**config.mk**
```make
export PLATFORM = sky130hd
export DESIGN_NAME = paddle_sequencer
export DESIGN_NICKNAME = d
export VERILOG_FILES = /design/src/rtl/pong_pkg.sv /design/src/rtl/paddle_step.sv /design/src/rtl/paddle_sequencer.sv
export SDC_FILE = /design/constraint.sdc
export NUM_CORES = 1
export LEC_CHECK = 0
export BUFFER_PORTS_ARGS = -buffer_cell sky130_fd_sc_hd__buf_2
export CORE_MARGIN = 1.5
export CORE_UTILIZATION = 50
export DETAILED_ROUTE_END_ITERATION = 8
export HOLD_SLACK_MARGIN = 0.02
export PLACE_DENSITY = 0.78
export SETUP_SLACK_MARGIN = 0.15
export SLEW_MARGIN = 40
export SYNTH_ARGS = -nofsm -noshare
export SYNTH_HDL_FRONTEND = slang
export SYNTH_HIERARCHICAL = 1
export SYNTH_SLANG_ARGS = --single-unit
```
**constraint.sdc**
```tcl
create_clock -name clk -period 4.2 [get_ports clk]
set_input_delay 0.42 -clock clk [delete_from_list [all_inputs] [get_ports clk]]
set_output_delay 0.42 -clock clk [all_outputs]
set_load 0.03 [all_outputs]
```
**src/rtl/pong_pkg.sv**
```systemverilog
// Shared MAH PONK definitions: playfield geometry, sequencer states and
// the Y clamp used by both paddle and ball logic.
package pong_pkg;

  localparam logic [9:0] SCREENHEIGHT = 10'd480;
  localparam logic [9:0] PADDLESIZE   = 10'd64;

  typedef enum logic {
    IDLE = 1'b0,
    STEP = 1'b1
  } seq_state_t;

  // Clamp an 11-bit intermediate Y into [lo, hi]; the result always fits 10 bits.
  function automatic logic [9:0] limit_y(
    input logic [10:0] v,
    input logic [9:0]  lo,
    input logic [9:0]  hi
  );
    logic [9:0] res;
    if (v < {1'b0, lo}) begin
      res = lo;
    end else if (v > {1'b0, hi}) begin
      res = hi;
    end else begin
      res = v[9:0];
    end
    return res;
  endfunction

endpackage

```
**src/rtl/paddle_step.sv**
```systemverilog
// One single-pixel move decision for a paddle: human buttons or robot
// tracking of the latched ball, followed by a clamp to the playfield.
module paddle_step
  import pong_pkg::*;
#(
  parameter logic [9:0] PADDLESIZE   = pong_pkg::PADDLESIZE,
  parameter logic [9:0] SCREENHEIGHT = pong_pkg::SCREENHEIGHT
) (
  input  logic [9:0] y,
  input  logic       robo,
  input  logic       up,
  input  logic       down,
  input  logic [9:0] ball_y,
  output logic [9:0] next_y
);

  localparam logic [9:0]  Y_LO = PADDLESIZE >> 1;
  localparam logic [9:0]  Y_HI = SCREENHEIGHT - (PADDLESIZE >> 1);
  localparam logic [10:0] HALF = {1'b0, Y_LO};

  logic [10:0] y_ext;
  logic [10:0] ball_ext;
  logic [10:0] sum;
  logic        dec;
  logic        inc;

  // Pick -1/0/+1 and clamp; robot deadband is inclusive on both edges.
  always_comb begin
    y_ext    = {1'b0, y};
    ball_ext = {1'b0, ball_y};
    dec      = 1'b0;
    inc      = 1'b0;
    if (robo) begin
      // ball < y - half rewritten as ball + half < y to avoid underflow
      dec = (ball_ext + HALF) < y_ext;
      inc = ball_ext > (y_ext + HALF);
    end else begin
      dec = up & ~down;
      inc = down & ~up;
    end
    if (dec) begin
      sum = y_ext - 11'd1;
    end else if (inc) begin
      sum = y_ext + 11'd1;
    end else begin
      sum = y_ext;
    end
    next_y = limit_y(sum, Y_LO, Y_HI);
  end

endmodule

```
**src/rtl/paddle_sequencer.sv**
```systemverilog
// Per-frame paddle motion controller: on each accepted frame strobe it
// latches inputs, updates human/robot ownership and then interleaves
// speed single-pixel steps on paddle 0 and paddle 1.
module paddle_sequencer
  import pong_pkg::*;
#(
  parameter logic [9:0] PADDLESIZE   = pong_pkg::PADDLESIZE,
  parameter logic [9:0] SCREENHEIGHT = pong_pkg::SCREENHEIGHT,
  parameter logic [7:0] IDLE_FRAMES  = 8'd180
) (
  input  logic       clk,
  input  logic       reset_n,
  input  logic       frame,
  input  logic [2:0] speed,
  input  logic [9:0] ball_y,
  input  logic [1:0] up,
  input  logic [1:0] down,
  output logic [9:0] paddle0_y,
  output logic [9:0] paddle1_y,
  output logic [1:0] robo,
  output logic       busy
);

  localparam logic [9:0] Y_MID = SCREENHEIGHT >> 1;

  seq_state_t state_reg;
  logic       sel_reg;
  logic [3:0] cnt_reg;
  logic [9:0] paddle0_y_reg;
  logic [9:0] paddle1_y_reg;
  logic       busy_reg;
  logic [9:0] ball_reg;
  logic [1:0] up_reg;
  logic [1:0] down_reg;
  logic [1:0] robo_w;

  logic       accept;
  logic [9:0] cur_y;
  logic [9:0] next_y;

  // A frame is only honoured while idle; strobes during a burst are dropped.
  assign accept = frame && (state_reg == IDLE);

  genvar gi;
  generate
    for (gi = 0; gi < 2; gi++) begin : g_idle
      logic [7:0] idle_cnt_reg;
      logic [7:0] idle_cnt_next;
      logic       robo_bit_reg;

      assign idle_cnt_next = (idle_cnt_reg == IDLE_FRAMES) ? IDLE_FRAMES
                                                           : idle_cnt_reg + 8'd1;

      // Button activity grabs the paddle; a run of quiet frames hands it back to the robot.
      always_ff @(posedge clk or negedge reset_n) begin
        if (!reset_n) begin
          idle_cnt_reg <= IDLE_FRAMES;
          robo_bit_reg <= 1'b1;
        end else if (accept) begin
          if (up[gi] | down[gi]) begin
            idle_cnt_reg <= 8'd0;
            robo_bit_reg <= 1'b0;
          end else begin
            idle_cnt_reg <= idle_cnt_next;
            if (idle_cnt_next == IDLE_FRAMES) begin
              robo_bit_reg <= 1'b1;
            end
          end
        end
      end

      assign robo_w[gi] = robo_bit_reg;
    end
  endgenerate

  // One shared step unit, steered to whichever paddle sel points at.
  assign cur_y = sel_reg ? paddle1_y_reg : paddle0_y_reg;

  paddle_step #(
    .PADDLESIZE   (PADDLESIZE),
    .SCREENHEIGHT (SCREENHEIGHT)
  ) u_step (
    .y      (cur_y),
    .robo   (robo_w[sel_reg]),
    .up     (up_reg[sel_reg]),
    .down   (down_reg[sel_reg]),
    .ball_y (ball_reg),
    .next_y (next_y)
  );

  // Frame sequencer: latch on accepted frame, then 2*speed alternating steps.
  always_ff @(posedge clk or negedge reset_n) begin
    if (!reset_n) begin
      state_reg     <= IDLE;
      sel_reg       <= 1'b0;
      cnt_reg       <= 4'd0;
      paddle0_y_reg <= Y_MID;
      paddle1_y_reg <= Y_MID;
      busy_reg      <= 1'b0;
      ball_reg      <= 10'd0;
      up_reg        <= 2'b00;
      down_reg      <= 2'b00;
    end else begin
      case (state_reg)
        IDLE: begin
          if (frame) begin
            ball_reg <= ball_y;
            up_reg   <= up;
            down_reg <= down;
            cnt_reg  <= {speed, 1'b0};
            sel_reg  <= 1'b0;
            if (speed != 3'd0) begin
              state_reg <= STEP;
              busy_reg  <= 1'b1;
            end
          end
        end
        STEP: begin
          if (sel_reg) begin
            paddle1_y_reg <= next_y;
          end else begin
            paddle0_y_reg <= next_y;
          end
          sel_reg <= ~sel_reg;
          cnt_reg <= cnt_reg - 4'd1;
          if (cnt_reg == 4'd1) begin
            state_reg <= IDLE;
            busy_reg  <= 1'b0;
          end
        end
        default: begin
          state_reg <= IDLE;
          busy_reg  <= 1'b0;
        end
      endcase
    end
  end

  assign paddle0_y = paddle0_y_reg;
  assign paddle1_y = paddle1_y_reg;
  assign robo      = robo_w;
  assign busy      = busy_reg;

endmodule

```
# Yosys cells after proc, flatten, opt, wreduce, memory -nomap -nowiden
# Cells that the tools add are included.
# word_totals
regBits,59
output_inout_bits,23
elab_cells,84
# classes
add_sub_neg,7
magnitude_cmp,5
eq_ne,8
mux,33
bitwise_logic,8
reduce_logical,10
# op_table
operator,count
"8-bit == test, second input constant",4
8-bit 2-to-1 mux,4
10-bit 2-to-1 mux,3
"10-bit by 6-bit adder with 11-bit output, second input constant",2
11-bit 2-to-1 mux,2
1-bit 2-to-1 mux,19
"8-bit by 1-bit adder with 8-bit output, second input constant",2
"10-bit by 1-bit adder with 11-bit output, second input constant",1
10-bit by 11-bit greater-than comparator with 1-bit output,1
"11-bit by 9-bit greater-than comparator with 1-bit output, second input constant",1
11-bit by 10-bit < comparator with 1-bit output,1
"11-bit by 6-bit < comparator with 1-bit output, second input constant",1
"10-bit by 1-bit subtractor with 11-bit output, second input constant",1
2-bit AND reduction,5
4-bit case mux with 2 select lines,1
1-bit case mux with 2 select lines,3
"4-bit by 1-bit == test with 1-bit output, second input constant",1
4-bit 2-to-1 mux,1
"2-bit by 1-bit != test with 1-bit output, second input constant",2
1-bit NOT,4
2-bit nonzero test,2
"4-bit by 1-bit subtractor with 4-bit output, second input constant",1
3-bit AND reduction,1
3-bit nonzero test,1
5 further kinds,7

# Logic depth before layout (Yosys ltp)
# Gate-level depths: netlist of the first run.
# logic_depth
word_depth,10
ltp_mapped,18
mapped_depth_nobuf,14

# Modules after synthesis
# The synthesis of the first run kept the hierarchy.
# modules_own_cells
mod,n_inst,cells_per_inst,area_per_inst_um2
paddle_sequencer,1,290,3056.7
paddle_step,1,178,1331.3

# Least setup slack after synthesis of the first run
# No wires, ideal clock.
# synth_timing
kind,reg-to-reg
from,reg sel_reg
to,reg paddle0_y_reg[0] (netlist: paddle0_y[0])
arrival_ps,3697
required_ps,4075
setup_slack_ps,378
path_stages_with_launch,18
synth_period_minus_slack_ps,3822
path_cell_list,dfrtp_1 buf_2 buf_2 mux2_2 ha_1 nand3_1 xnor2_1 ha_1 nand4_1 o311a_1 o211ai_2 buf_6 a211oi_2 a31oi_4 xnor2_1 o41ai_4 nor3_1 mux2_2
# synth_rtl
element,line_no,rtl
start: declaration,paddle_sequencer.sv:27,logic sel_reg;
start signal: assignment,paddle_sequencer.sv:124,sel_reg <= ~sel_reg;
10-bit 2-to-1 mux (*),paddle_sequencer.sv:77,assign cur_y = sel_reg ? paddle1_y_reg : paddle0_y_reg;
named net cur_y[5],paddle_sequencer.sv:38,logic [9:0] cur_y;
10-bit by 6-bit adder with 11-bit output,paddle_step.sv:36,inc = ball_ext > (y_ext + HALF);
10-bit by 11-bit greater-than comparator with 1-bit output,paddle_step.sv:36,
1-bit 2-to-1 mux,paddle_step.sv:33,if (robo) begin
11-bit 2-to-1 mux,paddle_step.sv:43,end else if (inc) begin
11-bit 2-to-1 mux (*),paddle_step.sv:41,if (dec) begin
11-bit by 9-bit greater-than comparator with 1-bit output,pong_pkg.sv:22,"end else if (v > {1'b0, hi}) begin"
10-bit 2-to-1 mux,pong_pkg.sv:22,
10-bit 2-to-1 mux (*),pong_pkg.sv:20,"if (v < {1'b0, lo}) begin"
named net next_y[0],paddle_sequencer.sv:39,logic [9:0] next_y;
end signal: assignment,paddle_sequencer.sv:122,paddle0_y_reg <= next_y;
end: declaration,paddle_sequencer.sv:29,logic [9:0] paddle0_y_reg;
# Mark *: on every way through the listed nets, which the timed path passes. The rest lies on a longest branch. The select of a mux whose other input is x is not followed.
# A chain may end at the register's enable or synchronous reset.

# Worst setup path after layout of the first run
# layout_timing
from,reg sel_reg
to,reg paddle1_y_reg[3] (netlist: paddle1_y[3])
# layout_rtl
element,line_no,rtl
10-bit 2-to-1 mux (*),paddle_sequencer.sv:77,
named net cur_y[7],paddle_sequencer.sv:38,
10-bit by 6-bit adder with 11-bit output,paddle_step.sv:36,
10-bit by 11-bit greater-than comparator with 1-bit output,paddle_step.sv:36,
1-bit 2-to-1 mux,paddle_step.sv:33,
11-bit 2-to-1 mux,paddle_step.sv:43,
11-bit 2-to-1 mux (*),paddle_step.sv:41,
11-bit by 9-bit greater-than comparator with 1-bit output,pong_pkg.sv:22,
10-bit 2-to-1 mux,pong_pkg.sv:22,
10-bit 2-to-1 mux (*),pong_pkg.sv:20,
named net next_y[3],paddle_sequencer.sv:39,
end signal: assignment,paddle_sequencer.sv:120,paddle1_y_reg <= next_y;
end: declaration,paddle_sequencer.sv:30,logic [9:0] paddle1_y_reg;
# Marks and branches as above.

==> results of run 1 <==
## cells in the mapped netlist, types with 5 or more instances
cell type  instances  share of area
mux2_2            34          0.087
buf_4              6          0.010
xnor2_1           15          0.030
and3_1             6         0.0086
nor2_1            22          0.019
ha_1              26          0.074
o21ai_0           15          0.017
nor3_1            17          0.019
a22o_1             6          0.012
dfrtp_1           41           0.23
dfstp_2           18           0.11
a21o_1             5         0.0086
nor2b_1            6         0.0086
a211oi_1           7          0.012
nand3_1           22          0.025
nand4_1            5         0.0071
inv_1             25          0.021
a21oi_1           20          0.023
nand2_1           70          0.060
buf_6              5          0.013
buf_2             11          0.013
## per-layer routing
layer  wire (microns)  share of wire  vias to the layer above  GRT usage
li1                 -              -                     1766          -
met1             4370           0.41                     1781      0.270
met2             5210           0.49                      155      0.365
met3              701          0.066                       40     0.0434
met4              294          0.028                        0     0.0736
met5                0              0                        -          0
## power by group through the flow
stage          Clock (mW)  Combinational (mW)  Sequential, mW
2_1_floorplan           0                1.64            1.10
3_3_place_gp            0                2.12           0.990
3_5_place_dp            0                2.21           0.999
4_1_cts             0.597                2.23           0.990
5_1_grt             0.625                2.63            1.03
6_report            0.585                2.46           0.996
## cell type report
cell class	instances	area, sq um	share of cell area
Clock buffer	9	124	0.0249
Tap cell	105	131	0.0264
Sequential cell	59	1500	0.301
Inverter	25	93.8	0.0188
Timing Repair Buffer	55	310	0.0623
Multi-Input combinational cell	361	2720	0.546
Clock inverter	7	101	0.0204
## kinds of logic (layout without fill, tap and decap cells)
family | count (synthesis) | in the layout | share of synthesized area
muxes | 36 | 36 | 0.0918
buffers and inverters | 50 | 96 | 0.0596
other | 1 | 1 | 0.000855
and+or+nand+nor | 176 | 176 | 0.206
DFF | 59 | 59 | 0.342
xor gates and xnor gates | 18 | 18 | 0.0359
adders and majority gates | 26 | 26 | 0.0741
AOI/OAI and AO/OA | 102 | 104 | 0.190
## final timing paths
path / from / to / slack [ns] / depth (start not counted)
max in group asynchronous: reset_n / g_idle[0].idle_cnt_reg[7]$_DFFE_PN1P_ / 3.43 / 2
min in group clk: ball_y[8] / ball_reg[8]$_DFFE_PN0P_ / 0.27 / 3
worst min-delay path: reset_n / paddle1_y[0]$_DFFE_PN0P_ / 0.02 / 1
worst max-delay path: sel_reg$_DFFE_PN0P_ / paddle1_y[3]$_DFFE_PN0P_ / 0.20 / 15
worst min register to register: down_reg[1]$_DFFE_PN0P_ / down_reg[1]$_DFFE_PN0P_ / 0.47 / 2
worst max register to register: sel_reg$_DFFE_PN0P_ / paddle1_y[3]$_DFFE_PN0P_ / 0.20 / 15
## timing repair
| action | CTS | global route |
|---|---|---|
| pin swaps | 0 | 7 |
| gates cloned | 0 | 2 |
| buffers inserted | 0 | 9 |
| gates resized for setup | 1 | 12 |
| endpoints found under the setup margin | 10 | 10 |
==> metrics.txt, run 1 <==
PortBufs=42; crit-path most repeated cell=buf_4; # DRC=0; io pins=43; clock skew=0.00660 ns; final setup fails=0; worst hold margin=0.0227 ns; setup TNS=0 ns; cell area after synthesis=4390 sq um; sequential fraction of the synthesis area=0.342; Post-Place Worst Slack=0.0898 ns; dominant synthesized flop cell=dfrtp_1; Vias=3742; critical path class=flip-flop to flip-flop; Initial Util=0.526; minimum clock period=4.00 ns; total clock sinks=59; Peak VDD IR=0.417 mV; All-Layer GR Usage=0.214; cell family with most CP delay=compound AO/OA/AOI/OAI gates; unique cell type count in the Yosys netlist=71; Max Clk Rate=250 MHz; row count=33; Crit-path slowest cell=dfrtp_2; Critical Path End Type=flip-flop; H-tree Lvls=3; worst skew pair latency=0.34 ns; CTS tree=done; placed cell count=594; number of synthesized flops with an enable pin=0; MaxCap Viol Count=0; HP Class=primary input to async pin; # fillers=717; Mapped Avg Cell Area=9.38 sq um; Syn. warnings=6; Comb power frac=0.609; type of origin of the critical path=flip-flop; number of synthesized register bits=59; Core Box Area=8340 sq um; leakage power=2.23 nW; CTS clock-pin slew for the worst setup and hold paths=0.07 ns; CP max FO=9; status=complete, no violations; crit path cell chain=buf_4, mux2_4, and3_1, xnor2_1, ha_1, nand4_1, o311a_4, o211ai_4, buf_4, a21oi_1, o211a_1, o41ai_4, buf_4, nor3_1, mux2_2; Final Hold Fails=0; DPL Wire Length=7220 microns; hold_buf cts=0; vias in the first global route=3569; Vias/cell=6.03; DRT Wirelength=10600 microns; wire per inst=17.0 microns; Final ANT Viol Nets=0; Area Overhead vs Synth=13.5%; DIE AREA=9350 sq um; CP max stage delay=0.46 ns; most common cell after layout, fill and taps aside=nand2_1; Syn Nets=514; cell count after synthesis=468; global route total overflow=0; clock tree buffer depth=2; Reg power frac=0.247; most frequent cells in the layout=nand2_1 (70), buf_2 (41), dfrtp_1 (40); largest net degree at the start of global routing=35; fin nets=557; max reg flops=16; Final WS setup=0.203 ns; global-route wire length before repair=16600 microns; non-filler cells, final=621; sw power=1.95 mW; Clock Power Share=0.145; height of the die=96.7 microns; Sw Share=0.483; initial antenna violation count=0; cell internal pwr=2.09 mW; Worst EP required=4.43 ns; crit path DAT=4.22 ns; Post-Route Utilization=0.597; Power per Cell Area=811 nW/um^2; global placer's final weighted congestion=0.949; layout cell share with drive strength beyond 1=0.312; Power Total=4.04 mW; initial DRC count=256; diodes inserted=0; clock root buffer=clkbuf_8; Max Transition Viols Final=0; Placed Area=4600 sq um; Synth async-reset ratio=1.00; drt pass-1 iters=5; unrepaired setup endpoints after global routing=no; ratio of final minimum period to clock period=0.952; Num CTS Buffers=9; worst-margin pin slew=0.635 ns; Buf+Inv Stages, Crit Path=3; slew margin rel.=0.575; die width=96.7 microns; Design Area, Final=4980 sq um
No activity file was read; power rests on OpenSTA's default activity.
==> run 2: changes to the inputs <==
--- a/config.mk
+++ b/config.mk
@@ -6,6 +6,7 @@
 export NUM_CORES = 1
 export LEC_CHECK = 0
 export BUFFER_PORTS_ARGS = -buffer_cell sky130_fd_sc_hd__buf_2
+export CORE_ASPECT_RATIO = 0.8
 export CORE_MARGIN = 1.5
 export CORE_UTILIZATION = 50
 export DETAILED_ROUTE_END_ITERATION = 8
==> run 2 against run 1 <==
Fmax grew 1.9%. Global-route usage grew 2.7 points. Non-clock buffer count grew 3. Clock skew grew 0.0080 ns. Total power shrank 2.0%. Critical path depth shrank 1.
==> metrics.txt, run 2 (synthesized netlist as in run 1, its figures left out) <==
final setup fails=0 (unchanged); worst skew pair latency=0.36 ns (was 0.34 ns); H-tree Lvls=3 (unchanged); DRT Wirelength=11100 microns (was 10600 microns); Worst EP required=4.44 ns (was 4.43 ns); Critical Path End Type=flip-flop (unchanged); MaxCap Viol Count=0 (unchanged); Sw Share=0.491 (was 0.483); clock skew=0.0146 ns (was 0.00660 ns); type of origin of the critical path=flip-flop (unchanged); io pins=43 (unchanged); global route total overflow=0 (unchanged); global placer's final weighted congestion=0.956 (was 0.949); slew margin rel.=0.600 (was 0.575); Num CTS Buffers=9 (unchanged); Vias=3802 (was 3742); All-Layer GR Usage=0.242 (was 0.214); clock tree buffer depth=2 (unchanged); CP max FO=8 (was 9); critical path class=flip-flop to flip-flop (unchanged); wire per inst=17.6 microns (was 17.0 microns); Power per Cell Area=798 nW/um^2 (was 811 nW/um^2); most common cell after layout, fill and taps aside=nand2_1 (unchanged); Max Transition Viols Final=0 (unchanged); CTS clock-pin slew for the worst setup and hold paths=0.09 ns (was 0.07 ns); initial antenna violation count=0 (unchanged); Final ANT Viol Nets=0 (unchanged); Comb power frac=0.605 (was 0.609); # fillers=755 (was 717); CTS tree=done (unchanged); Reg power frac=0.257 (was 0.247); Final Hold Fails=0 (unchanged); clock root buffer=clkbuf_8 (unchanged); cell internal pwr=2.01 mW (was 2.09 mW); most frequent cells in the layout=nand2_1 (70), buf_2 (42), dfrtp_1 (41) (was nand2_1 (70), buf_2 (41), dfrtp_1 (40)); unrepaired setup endpoints after global routing=no (unchanged); Register Area=1500 sq um (about the same); largest net degree at the start of global routing=40 (was 35); Initial Util=0.517 (was 0.526); drt pass-1 iters=4 (was 5); Multi-input gate area=2690 sq um (was 2720 sq um); # DRC=0 (unchanged); status=complete, no violations (unchanged); row count=30 (was 33); height of the die=86.8 microns (was 96.7 microns); Clock Power Share=0.138 (was 0.145); max reg flops=16 (unchanged); Area Overhead vs Synth=12.9% (was 13.5%); worst-margin pin slew=0.599 ns (was 0.635 ns); reg-to-reg setup timing slack=0.28 ns (was 0.20 ns); sw power=1.94 mW (was 1.95 mW); DPL Wire Length=7870 microns (was 7220 microns); fin nets=559 (was 557); vias in the first global route=3485 (was 3569); total clock sinks=59 (unchanged); HP Class=primary input to flip-flop (was primary input to async pin); PortBufs=42 (unchanged); global-route wire length before repair=17500 microns (was 16600 microns); layout cell share with drive strength beyond 1=0.309 (was 0.312); Vias/cell=6.03 (about the same); Peak VDD IR=0.387 mV (was 0.417 mV); setup TNS=0 ns (unchanged); leakage power=2.23 nW (about the same); ratio of final minimum period to clock period=0.934 (was 0.952); diodes inserted=0 (unchanged); die width=108 microns (was 96.7 microns); crit path DAT=4.17 ns (was 4.22 ns); initial DRC count=343 (was 256); Max Clk Rate=255 MHz (was 250 MHz); DIE AREA=9350 sq um (about the same); worst hold margin=0.247 ns (was 0.0227 ns); minimum clock period=3.92 ns (was 4.00 ns); Core Box Area=8480 sq um (was 8340 sq um)
-- run 2: layout make-up --
| class | count | area share |
|---|---|---|
| clock buffers | 9 | 0.0250 |
| flip-flops and latches | 59 | 0.302 |
| multi-input cells | 360 | 0.542 |
| well taps | 112 | 0.0283 |
| inverters | 25 | 0.0189 |
| clock inverters | 7 | 0.0154 |
| repair buffers | 58 | 0.0679 |
-- run 2: path summary, 6_finish.rpt --
kind | endpoint | startpoint | cells after the start
worst max-delay path | paddle1_y[3]$_DFFE_PN0P_ | paddle1_y[6]$_DFFE_PN1P_ | 14
worst min-delay path | ball_reg[1]$_DFFE_PN0P_ | ball_y[1] | 3
worst max register to register | paddle1_y[3]$_DFFE_PN0P_ | paddle1_y[6]$_DFFE_PN1P_ | 14
worst min register to register | up_reg[1]$_DFFE_PN0P_ | up_reg[1]$_DFFE_PN0P_ | 2
max in group asynchronous | g_idle[1].idle_cnt_reg[7]$_DFFE_PN1P_ | reset_n | 3
min in group asynchronous | paddle0_y[1]$_DFFE_PN0P_ | reset_n | 2
-- run 2: per-stage QoR --
stage | utilization | cell area [sq um] | instances | power, mW | setup slack, ns
after floorplan | - | 4390 | 468 | 2.74 | 0.378
after detailed placement | 0.546 | 4630 | 604 | 3.25 | 0.175
after global placement | 0.544 | 4620 | 603 | 3.15 | 0.300
after CTS | 0.572 | 4850 | 621 | 3.83 | 0.234
final | 0.584 | 4960 | 630 | 3.96 | 0.276
after global routing | 0.584 | 4960 | 630 | 4.22 | 0.132
-- run 2: layer usage --
metal  up-vias  share of wire  track usage
met2       171           0.45        0.357
li1       1778              -            -
met5         -              0            0
met1      1827           0.46        0.341
met3        26          0.064       0.0564
met4         0          0.024       0.0981
-- run 2: critical path: stages, from the launching register on --
cell and delay, ns:
dfstp_2 0.55, mux2_4 0.21, ha_2 0.23, nand3_1 0.17, xnor2_1 0.22, ha_1 0.31, nand4_1 0.10, o311a_1 0.26
o211ai_2 0.16, buf_4 0.17, a211o_1 0.24, o211a_1 0.21, o41ai_4 0.53, nor3_1 0.14, mux2_2 0.29
-- run 2: what timing repair did --
item	in CTS	in global routing
cloned	0	1
buffers inserted	0	8
endpoints found under the hold margin	5	0
endpoints found under the setup margin	4	10
pin swaps	0	6
hold buffers	1	0
resized for setup	1	8
-- run 2: power by group through the flow --
stage,registers (mW),logic (mW),clock network [mW]
4_1_cts,1.01,2.26,0.563
5_1_grt,1.04,2.59,0.586
6_report,1.02,2.39,0.548
3_5_place_dp,1.01,2.23,0
3_3_place_gp,0.996,2.15,0
2_1_floorplan,1.10,1.64,0
